[config.mk]
export PLATFORM = sky130hd
export DESIGN_NAME = swap_mem_engine
export DESIGN_NICKNAME = d
export VERILOG_FILES = /design/src/rtl/urcpu_pkg.sv /design/src/rtl/swap_module.sv /design/src/rtl/swap_mem_engine.sv
export SDC_FILE = /design/constraint.sdc
export NUM_CORES = 1
export LEC_CHECK = 0
export BUFFER_PORTS_ARGS = -buffer_cell sky130_fd_sc_hd__clkbuf_2
export CAP_MARGIN = 20
export CORE_MARGIN = 3
export CORE_UTILIZATION = 50
export CTS_BUF_LIST = sky130_fd_sc_hd__clkbuf_4 sky130_fd_sc_hd__clkbuf_8
export CTS_CLUSTER_SIZE = 20
export DETAILED_ROUTE_END_ITERATION = 6
export PLACE_DENSITY = 0.74
export SYNTH_ARGS = -nofsm -noshare
export SYNTH_HDL_FRONTEND = slang
export SYNTH_HIERARCHICAL = 1
export SYNTH_SLANG_ARGS = --single-unit
export TNS_END_PERCENT = 10
[constraint.sdc]
create_clock -name clk -period 2.35 [get_ports clk]
set_clock_uncertainty 0.05 [all_clocks]
set_input_delay 0.235 -clock clk [delete_from_list [all_inputs] [get_ports clk]]
set_output_delay 0.235 -clock clk [all_outputs]
set_load 0.1 [all_outputs]
[src/rtl/urcpu_pkg.sv]
// ---------------------------------------------------------------------------
// urcpu_pkg
// Shared definitions for the CPU memory-side helpers.
//   DEF_DATA_W   : default CPU word width (20 bits)
//   DEF_ADDR_W   : default memory address width (8 bits)
//   swap_state_t : sequencing states of swap_mem_engine
// ---------------------------------------------------------------------------
`timescale 1ns/1ps
package urcpu_pkg;

  localparam int DEF_DATA_W = 20;
  localparam int DEF_ADDR_W = 8;

  typedef enum logic [2:0] {
    IDLE = 3'd0,
    RD_A = 3'd1,
    RD_B = 3'd2,
    WR_A = 3'd3,
    WR_B = 3'd4,
    DONE = 3'd5
  } swap_state_t;

endpackage

[src/rtl/swap_module.sv]
// ---------------------------------------------------------------------------
// swap_module
// Combinational crossover of two words: out_a takes in_b, out_b takes in_a.
// Ports:
//   in_a, in_b   : operands (DATA_W)
//   out_a, out_b : crossed-over operands (DATA_W)
// ---------------------------------------------------------------------------
`timescale 1ns/1ps
module swap_module #(
  parameter int DATA_W = 20
) (
  input  logic [DATA_W-1:0] in_a,
  input  logic [DATA_W-1:0] in_b,
  output logic [DATA_W-1:0] out_a,
  output logic [DATA_W-1:0] out_b
);

  assign out_a = in_b;
  assign out_b = in_a;

endmodule

[src/rtl/swap_mem_engine.sv]
// ---------------------------------------------------------------------------
// swap_mem_engine
// Exchanges two words of a single-port synchronous memory: read A, read B,
// write B's value to A, write A's value to B, then pulse done.
// Ports:
//   clk, rst            : clock, synchronous active-high reset
//   req_valid/req_ready : request handshake (ready only while idle)
//   addr_a, addr_b      : locations to swap, sampled on accept
//   done                : one-cycle pulse once both writes are committed
//   mem_addr/mem_we/mem_wdata/mem_rdata : memory port (1-cycle read latency)
// Build option:
//   SWAP_SKIP_SAME_EN   : when defined, a request with addr_a == addr_b
//                         completes immediately without touching memory.
// ---------------------------------------------------------------------------
`timescale 1ns/1ps
module swap_mem_engine
  import urcpu_pkg::*;
#(
  parameter int DATA_W = DEF_DATA_W,
  parameter int ADDR_W = DEF_ADDR_W
) (
  input  logic              clk,
  input  logic              rst,
  input  logic              req_valid,
  output logic              req_ready,
  input  logic [ADDR_W-1:0] addr_a,
  input  logic [ADDR_W-1:0] addr_b,
  output logic              done,
  output logic [ADDR_W-1:0] mem_addr,
  output logic              mem_we,
  output logic [DATA_W-1:0] mem_wdata,
  input  logic [DATA_W-1:0] mem_rdata
);

  swap_state_t       state;
  logic [ADDR_W-1:0] addr_a_q;
  logic [ADDR_W-1:0] addr_b_q;
  logic [DATA_W-1:0] op_a;
  logic [DATA_W-1:0] op_b;
  logic [DATA_W-1:0] op_b_byp;
  logic [DATA_W-1:0] x_a;
  logic [DATA_W-1:0] x_b;
  logic              mem_we_q;
  logic              same_addr;

`ifdef SWAP_SKIP_SAME_EN
  assign same_addr = (addr_a == addr_b);
`else
  assign same_addr = 1'b0;
`endif

  // B's value arrives on mem_rdata during WR_A, the same cycle it must be
  // written to A, so it is forwarded straight from the bus in that state.
  assign op_b_byp = (state == WR_A) ? mem_rdata : op_b;

  swap_module #(
    .DATA_W (DATA_W)
  ) u_swap (
    .in_a  (op_a),
    .in_b  (op_b_byp),
    .out_a (x_a),
    .out_b (x_b)
  );

  always_comb begin
    mem_wdata = '0;
    case (state)
      WR_A:    mem_wdata = x_a;
      WR_B:    mem_wdata = x_b;
      default: mem_wdata = '0;
    endcase
  end

  // Reset suppresses a write already in flight so an abort in WR_B leaves B
  // untouched; the enable is otherwise a pure register.
  assign mem_we = mem_we_q & ~rst;

  always_ff @(posedge clk) begin
    if (rst) begin
      state     <= IDLE;
      req_ready <= 1'b1;
      done      <= 1'b0;
      mem_we_q  <= 1'b0;
      mem_addr  <= '0;
      addr_a_q  <= '0;
      addr_b_q  <= '0;
      op_a      <= '0;
      op_b      <= '0;
    end else begin
      case (state)
        IDLE: begin
          if (req_valid) begin
            addr_a_q  <= addr_a;
            addr_b_q  <= addr_b;
            req_ready <= 1'b0;
            if (same_addr) begin
              state <= DONE;
              done  <= 1'b1;
            end else begin
              state    <= RD_A;
              mem_addr <= addr_a;
            end
          end
        end
        RD_A: begin
          state    <= RD_B;
          mem_addr <= addr_b_q;
        end
        RD_B: begin
          op_a     <= mem_rdata;
          state    <= WR_A;
          mem_addr <= addr_a_q;
          mem_we_q <= 1'b1;
        end
        WR_A: begin
          op_b     <= mem_rdata;
          state    <= WR_B;
          mem_addr <= addr_b_q;
        end
        WR_B: begin
          state    <= DONE;
          mem_we_q <= 1'b0;
          done     <= 1'b1;
        end
        DONE: begin
          state     <= IDLE;
          done      <= 1'b0;
          req_ready <= 1'b1;
        end
        default: begin
          state     <= IDLE;
          done      <= 1'b0;
          mem_we_q  <= 1'b0;
          req_ready <= 1'b1;
        end
      endcase
    end
  end

endmodule

==> results_dict.tcl, run 1 <==
set metrics [dict create \
    irDropWorstVdd_mv 0.3775 \
    synth-edff-count 0 \
    start_util_pct 53.53 \
    p_per_area_nw_per_um2 702.9 \
    cp_num_buf_inv 4 \
    syn_inst 360 \
    ant_nets 0 \
    dr.first_iter.drc_count 168 \
    n_fill_cell 515 \
    wire_per_inst_um 14.68 \
    layout-drive-gt1-share_pct 30.67 \
    netlist_top_cells_count "dfxtp_1 (70), buf_4 (42), nand2_1 (34)" \
    synth_largest_area_cell "dfxtp_1" \
    period_minus_slack_ns 2.189 \
    grt_overflow_total 0 \
    dieArea_um2 7613 \
    grt_max_degree 29 \
    antenna_found_initial 0 \
    cts_buffer_depth 2 \
    cts_buffers 9 \
    die_y_um 87.25 \
    layout_worst_path_cycle_share_pct 93.14 \
    final_nets 424 \
    syn-cell-area_um2 3301 \
    chipWidth_um 87.25 \
    finalHoldViolCount 0 \
    slew_headroom_pct 52.32 \
    path_common_cell "buf_4" \
    io_pins 70 \
    synthesis.nets 399 \
    worstPathArrival_ns 1.90 \
    setup_tns_ns 0 \
    cts_tree "done" \
    finalMaxSlewViolations 0 \
    synth.most_common_cell "dfxtp_1" \
    multi_input_area_um2 1431 \
    cts_resized 0 \
    clock_sinks 70 \
    dp_hpwl_mm 4.766 \
    cap_violations 0 \
    drc 0 \
    clkTransAtPathRegs_ns 0.07 \
    diodes 0 \
    rsz0062_at_grt "no" \
    p_leak_nw 1.629 \
    crit_slowest_cell "dfxtp_1" \
    fmax_mhz 456.9 \
    crit_start "state[2]" \
    hold_path.class "in -> reg" \
    htree_num_levels 3 \
    cp-start-kind "flop" \
    slowest_delay_ns 0.32 \
    synth.avg_cell_area_um2 9.169 \
    synthArstFlopShare_pct 0 \
    fin_util_pct 63.62 \
    port_buffers 69 \
    synth_cell_types 27 \
    rows 28 \
    grt_pass1_wl_mm 11.05 \
    criticalPathCategory "reg -> out" \
    whs_ns 0.07505 \
    path_cells "buf_4, inv_1, and3_1, buf_4, a22o_1, buf_12" \
    crit_fanout 25 \
    post_cts_buffers 0 \
    vias_per_cell 5.287 \
    vias 2448 \
    ys_seq_area_share_pct 42.46 \
    hp-start "addr_b[0]" \
    cts-root-buf "clkbuf_8" \
    grt.total_usage_pct 18.65 \
    ys_ff_latch 70 \
    routed_wl_mm 6.795 \
    setup.worst_path.end_class "primary output" \
    outcome "finished clean" \
    core_area_um2 6166 \
    ys_warn_count 6 \
    tightest_slew_ns 0.7138 \
    setup_viol 0 \
    drtPass1Iterations 4 \
    insertion_delay_ns 0.32 \
    ctsHoldBuffers 0 \
    cp.required_ns 2.07 \
    place.gp.congestion 0.8320 \
    grt_pass1_vias 2338 \
    crit_family "buffers and inverters" \
    ys.flop_type "dfxtp_1" \
    r2r-start "state[0]" \
    area.growth.synth_to_final_pct 18.84 \
    regArea_um2 1401 \
    synth_area_leaders "dfxtp_1 (42%), buf_4 (9.6%), mux2_2 (6.8%), mux2i_1 (6.1%), a22o_1 (5.3%)" \
    synth_top_area_share_pct 42.46 \
]
[where the power goes]
part / switching, W / internal, W
Combinational: 0.000343 / 0.000163
Clock: 0.000391 / 0.000561
Sequential: 0.0000422 / 0.00126
Total: 0.000775 / 0.00198
[flip-flops by register name, indices dropped and copies added, names as in the netlist]
signal	cells
addr_b_q	8
op_b	20
done	1
state	3
addr_a_q	8
mem_we_q	1
op_a	20
mem_addr	8
req_ready	1
[worst register-to-register path, delay by kind of cell (launching register included)]
kind / cells / cell delay, ns
buffers and inverters: 1 / 0.21
AND/OR/NAND/NOR: 2 / 0.90
AO/OA/AOI/OAI: 1 / 0.19
flip-flops: 1 / 0.35
[per-stage QoR]
| stage | area, um^2 | std cells | worst slack (ns) | power (W) |
|---|---|---|---|---|
| after floorplan | 3301 | 360 | 0.1308 | 0.001745 |
| after global placement | 3726 | 449 | 0.5464 | 0.001820 |
| after detailed placement | 3726 | 449 | 0.5053 | 0.001831 |
| after CTS | 3923 | 463 | 0.1403 | 0.002784 |
| after global routing | 3923 | 463 | 0.02441 | 0.002885 |
| final | 3923 | 463 | 0.1612 | 0.002757 |
[final timing paths]
check	endpoint	slack, ns	depth (start not counted)
worst max-delay path	mem_wdata[11]	0.16	6
worst min-delay path	addr_b_q[0]	0.08	3
worst max register to register	req_ready	0.53	4
worst min register to register	addr_a_q[2]	0.41	2
[logic make-up after synthesis]
group	share of synthesized area, %
AO/OA/AOI/OAI	16.19
flip-flops	42.46
multiplexers	12.89
buffers and inverters	14.52
AND/OR/NAND/NOR	13.95
[cell type report]
cell class / instances / area share (%)
repair buffers: 82 / 19.33
well taps: 75 / 2.392
multi-input cells: 211 / 36.49
clock buffers: 13 / 4.242
inverters: 11 / 1.053
flip-flops and latches: 70 / 35.73
clock inverters: 1 / 0.7656
[routing by layer]
metal  GRT usage, %  vias to the layer above  part of all wire, %
li1               -                     1239                    -
met1          25.24                     1142                   46
met2          28.49                       65                   47
met3          5.298                        2                  5.7
met4          6.416                        0                 0.68
met5              0                        -                    0
[cell usage in the layout (no fill, tap or decap), types with 8 or more instances in the layout]
cell type,count
mux2i_1,20
buf_12,21
nor2b_1,23
clkbuf_8,11
clkbuf_2,48
nor2_1,30
a22o_1,20
inv_1,11
mux2_2,20
o21ai_0,10
buf_4,13
nand2_1,34
a21oi_1,27
a221o_1,8
dfxtp_1,70
a221oi_1,8
Note: power is estimated with default switching activity, not from simulation.
==> inputs of run 2 (changes only) <==
Settings changed: CORE_ASPECT_RATIO from default to 0.7.
==> run 2 against run 1 <==
Compared with the run above: die area grew 0.20%; sequential power is essentially flat; critical path depth shrank 1; critical endpoint is now mem_wdata[14].
==> results_dict.tcl, run 2 (synthesized netlist as in run 1, its figures left out) <==
set metrics [dict create \
    outcome "finished clean" \
    slowest_delay_ns 0.39 \
    pre_cts_ws_ns 0.4877 \
    most-common-layout-cells "dfxtp_1 (70), clkbuf_2 (48), nand2_1 (34)" \
    regArea_um2 1401 \
    worstPathArrival_ns 1.95 \
    p_sw_share_pct 28.69 \
    cp.required_ns 2.07 \
    tightest_slew_ns 0.6551 \
    dr.first_iter.drc_count 165 \
    cap_violations 0 \
    rows 24 \
    core_area_um2 6306 \
    hold_path_depth 3 \
    grt_pass1_vias 2465 \
    grt_pass1_wl_mm 11.98 \
    ant_nets 0 \
    cts-root-buf "clkbuf_8" \
    cts_buffer_depth 2 \
    internal_power_w 0.002127 \
    layout_worst_path_cycle_share_pct 95.22 \
    crit_slowest_cell "mux2_2" \
    grt_max_degree 29 \
    clock_sinks 70 \
    io_pins 70 \
    diodes 0 \
    setup_tns_ns 0 \
    cp_num_buf_inv 2 \
    grt.total_usage_pct 20.50 \
    cp-start-kind "flop" \
    multi_input_area_um2 1431 \
    layout-drive-gt1-share_pct 31.03 \
    clkPwrFrac_pct 39.2 \
    worst-path-stages 5 \
    setup.worst_path.end_class "primary output" \
    die_y_um 73.98 \
    setup_viol 0 \
    start_util_pct 52.34 \
    crit_fanout 21 \
    insertion_delay_ns 0.35 \
    rsz0062_at_grt "no" \
    antenna_found_initial 0 \
    path_cells "nand3b_1, buf_4, mux2_2, a22o_1, buf_12" \
    combPwrFrac_pct 17.3 \
    slew_headroom_pct 56.24 \
    p_switching_w 0.0008557 \
    p_leak_nw 1.644 \
    post_cts_buffers 0 \
    r2r_cells 4 \
    p_per_area_nw_per_um2 749.4 \
    hold_path.class "in -> reg" \
    port_buffers 69 \
    cts_buffers 9 \
    criticalPathCategory "reg -> out" \
    irDropWorstVdd_mv 0.4996 \
    drtPass1Iterations 4 \
    n_fill_cell 551 \
    cts_tree "done" \
    finalHoldViolCount 0 \
    drc 0 \
    place.gp.congestion 0.8046 \
    htree_num_levels 3 \
    final_nets 424 \
    crit_family "buffers and inverters" \
    dp_hpwl_mm 4.910 \
    vias_per_cell 5.385 \
    grt_overflow_total 0 \
    clkTransAtPathRegs_ns 0.07 \
    vias 2520 \
    period_minus_slack_ns 2.238 \
    area.growth.synth_to_final_pct 20.58 \
    worst_slack_ns 0.1123 \
    reg.largest.list "op_a (20), op_b (20)" \
    final_common_cell "dfxtp_1" \
    dieArea_um2 7628 \
    fmax_mhz 446.9 \
    finalMaxSlewViolations 0 \
    routed_wl_mm 7.230 \
    chipWidth_um 103.1 \
    seqPwrFrac_pct 43.5 \
    wire_per_inst_um 15.45 \
]
-- run 2: changes by cell type in the layout (fill, tap and decap cells not counted), sizes merged --
cell      previous run  this run
clkbuf              61        57
bufinv               1         3
clkinv               0         2
clkinvlp             0         2
-- run 2: layout make-up --
cell class,instances,share of cell area (%)
inverter,11,1.037
timing repair buffer,82,19.14
clock buffer,9,3.112
clock inverter,7,3.081
multi-input combinational,211,35.96
tap,78,2.452
sequential,70,35.21
-- run 2: power by group through the flow --
stage                     Combinational (W)  Clock (W)  Sequential [W]
after CTS                          0.000515    0.00120         0.00130
after detailed placement           0.000512          0         0.00132
after global routing               0.000559    0.00125         0.00130
after floorplan                    0.000295          0         0.00145
final                              0.000515    0.00117         0.00130
after global placement             0.000504          0         0.00132
-- run 2: metrics by stage --
| stage | hold WS, ns | power [W] | instances | instance area, um^2 | utilization [%] |
|---|---|---|---|---|---|
| after floorplan | 0.3210 | 0.001745 | 360 | 3301 | - |
| after global placement | 0.3925 | 0.001823 | 452 | 3730 | 59.15 |
| after detailed placement | 0.3973 | 0.001836 | 452 | 3730 | 59.15 |
| after CTS | 0.03951 | 0.003008 | 468 | 3976 | 63.06 |
| after global routing | 0.04027 | 0.003113 | 468 | 3980 | 63.12 |
| final | 0.05270 | 0.002983 | 468 | 3980 | 63.12 |
-- run 2: repair_timing --
item	CTS	global route
hold buffers	0	0
resized for setup	0	1
setup endpoints to repair	0	15
-- run 2: final timing paths --
check | from | end | slack [ns]
min reg2reg | addr_a_q[0] | addr_a_q[0] | 0.41
max reg2reg | state[0] | addr_a_q[3] | 0.55
max | state[2] | mem_wdata[14] | 0.11
min | addr_b[0] | addr_b_q[0] | 0.05
-- run 2: worst reg2reg max path, delay by kind of cell (launching register included) --
kind                   cells  cell delay [ns]
buffers and inverters      1             0.20
AOI/OAI and AO/OA          1             0.08
DFF                        1             0.31
and+or+nand+nor            2             1.02
-- run 2: layer usage --
| layer | wire (um) | share of wire (%) | GRT usage, % |
|---|---|---|---|
| met5 | 0 | 0 | 0 |
| met4 | 79 | 1.1 | 6.322 |
| met3 | 402 | 5.6 | 7.498 |
| met2 | 3284 | 45 | 28.78 |
| met1 | 3463 | 48 | 29.40 |
==> inputs of run 3 (changes only) <==
Settings changed: PLACE_DENSITY 0.74 to 0.84.
==> run 3 against run 2 <==
Compared with the run above: setup slack gained 0.051 ns; sequential power barely moved; critical path type unchanged; wire length decreased by 2.7%; global-route usage down 0.67 points; flip-flop and latch count unchanged.
==> results_dict.tcl, run 3 (synthesized netlist as in run 1, its figures left out) <==
set metrics [dict create \
    cap_violations 0 \
    diodes 0 \
    slew_headroom_pct 50.06 \
    finalMaxSlewViolations 0 \
    p_leak_nw 1.641 \
    layout_worst_path_cycle_share_pct 93.07 \
    cp-start-kind "flop" \
    dieArea_um2 7628 \
    wire_per_inst_um 15.00 \
    p_total_w 0.002740 \
    insertion_delay_ns 0.34 \
    vias 2504 \
    io_pins 70 \
    pre_cts_ws_ns 0.4218 \
    vias_per_cell 5.339 \
    setup_tns_ns 0 \
    dr.first_iter.drc_count 138 \
    outcome "finished clean" \
    tightest_slew_ns 0.7476 \
    routed_wl_mm 7.036 \
    cts_tree "done" \
    cts-root-buf "clkbuf_8" \
    grt.total_usage_pct 19.83 \
    fmax_mhz 457.2 \
    setup_viol 0 \
    cp.required_ns 2.07 \
    area.growth.synth_to_final_pct 19.45 \
    core_area_um2 6306 \
    most-common-layout-cells "dfxtp_1 (70), clkbuf_2 (48), nand2_1 (34)" \
    drtPass1Iterations 4 \
    reg.largest.list "op_a (20), op_b (20)" \
    die_y_um 73.98 \
    clock_sinks 70 \
    ctsHoldBuffers 0 \
    drc 0 \
    worstPathArrival_ns 1.90 \
    irDropWorstVdd_mv 0.5332 \
    worst_slack_ns 0.1628 \
    criticalPathCategory "reg -> out" \
    htree_num_levels 3 \
    clkTransAtPathRegs_ns 0.07 \
    dp_hpwl_mm 4.754 \
    final_common_cell "dfxtp_1" \
    place.gp.congestion 0.7688 \
    layout-drive-gt1-share_pct 31.20 \
    grt_pass1_vias 2460 \
    finalHoldViolCount 0 \
    chipWidth_um 103.1 \
    final_nets 425 \
    setup.worst_path.end_class "primary output" \
    hold_path.class "in -> reg" \
    antenna_found_initial 0 \
    rows 24 \
    grt_max_degree 31 \
    regArea_um2 1401 \
    ant_nets 0 \
    grt_pass1_wl_mm 11.69 \
    port_buffers 69 \
    crit_fanout 25 \
    start_util_pct 52.34 \
    rsz0062_at_grt "no" \
    n_fill_cell 510 \
    grt_overflow_total 0 \
    period_minus_slack_ns 2.187 \
    cts_buffers 9 \
    multi_input_area_um2 1431 \
    p_per_area_nw_per_um2 695.0 \
    cts_buffer_depth 2 \
]
[run 3: what timing repair did]
item | CTS | global route
buffers inserted | 0 | 3
setup endpoints to repair | 0 | 18
resized for setup | 0 | 1
[run 3: critical path, stage by stage (launching register included)]
cell and delay [ns]:
dfxtp_1 0.34, buf_6 0.24, inv_1 0.14, nor3_2 0.12, buf_4 0.28, a22o_1 0.26
buf_12 0.19
[run 3: power breakdown]
part | total (W) | leakage [nW] | switching, W | internal [W]
clock | 0.000931 | 0.104 | 0.000424 | 0.000507
sequential | 0.00129 | 0.570 | 0.0000382 | 0.00126
combinational | 0.000514 | 0.966 | 0.000349 | 0.000165
total | 0.00274 | 1.64 | 0.000812 | 0.00193
[run 3: final timing paths]
| check | from | end | slack (ns) | depth (start not counted) |
|---|---|---|---|---|
| setup reg to reg | state[0] | addr_b_q[2] | 0.55 | 4 |
| setup / recovery | state[2] | mem_wdata[15] | 0.16 | 6 |
| hold reg to reg | addr_b_q[3] | addr_b_q[3] | 0.41 | 2 |
| hold / removal | addr_b[4] | addr_b_q[4] | 0.06 | 3 |
[run 3: final cells by class]
cell class	instances	area share, %
clock buffers	11	3.523
clock inverters	5	1.269
inverters	11	1.047
multi-input cells	211	36.31
flip-flops and latches	70	35.54
well taps	78	2.475
repair buffers	83	19.83
[run 3: per-stage QoR]
stage               cell area [um^2]  utilization, %  std cells  hold slack [ns]
floorplan                       3301               -        360           0.3210
global placement                3727           59.11        450           0.3917
detailed placement              3727           59.11        450           0.3966
CTS                             3916           62.10        466          0.04479
global route                    3943           62.52        469          0.04826
finish                          3943           62.52        469          0.05977
[run 3: layer usage]
layer	vias to the layer above	track usage [%]	wire length, um
met5	-	0	0
met2	79	30.14	3232
met1	1175	27.26	3212
met4	0	4.454	30
li1	1244	-	-
met3	6	7.216	560
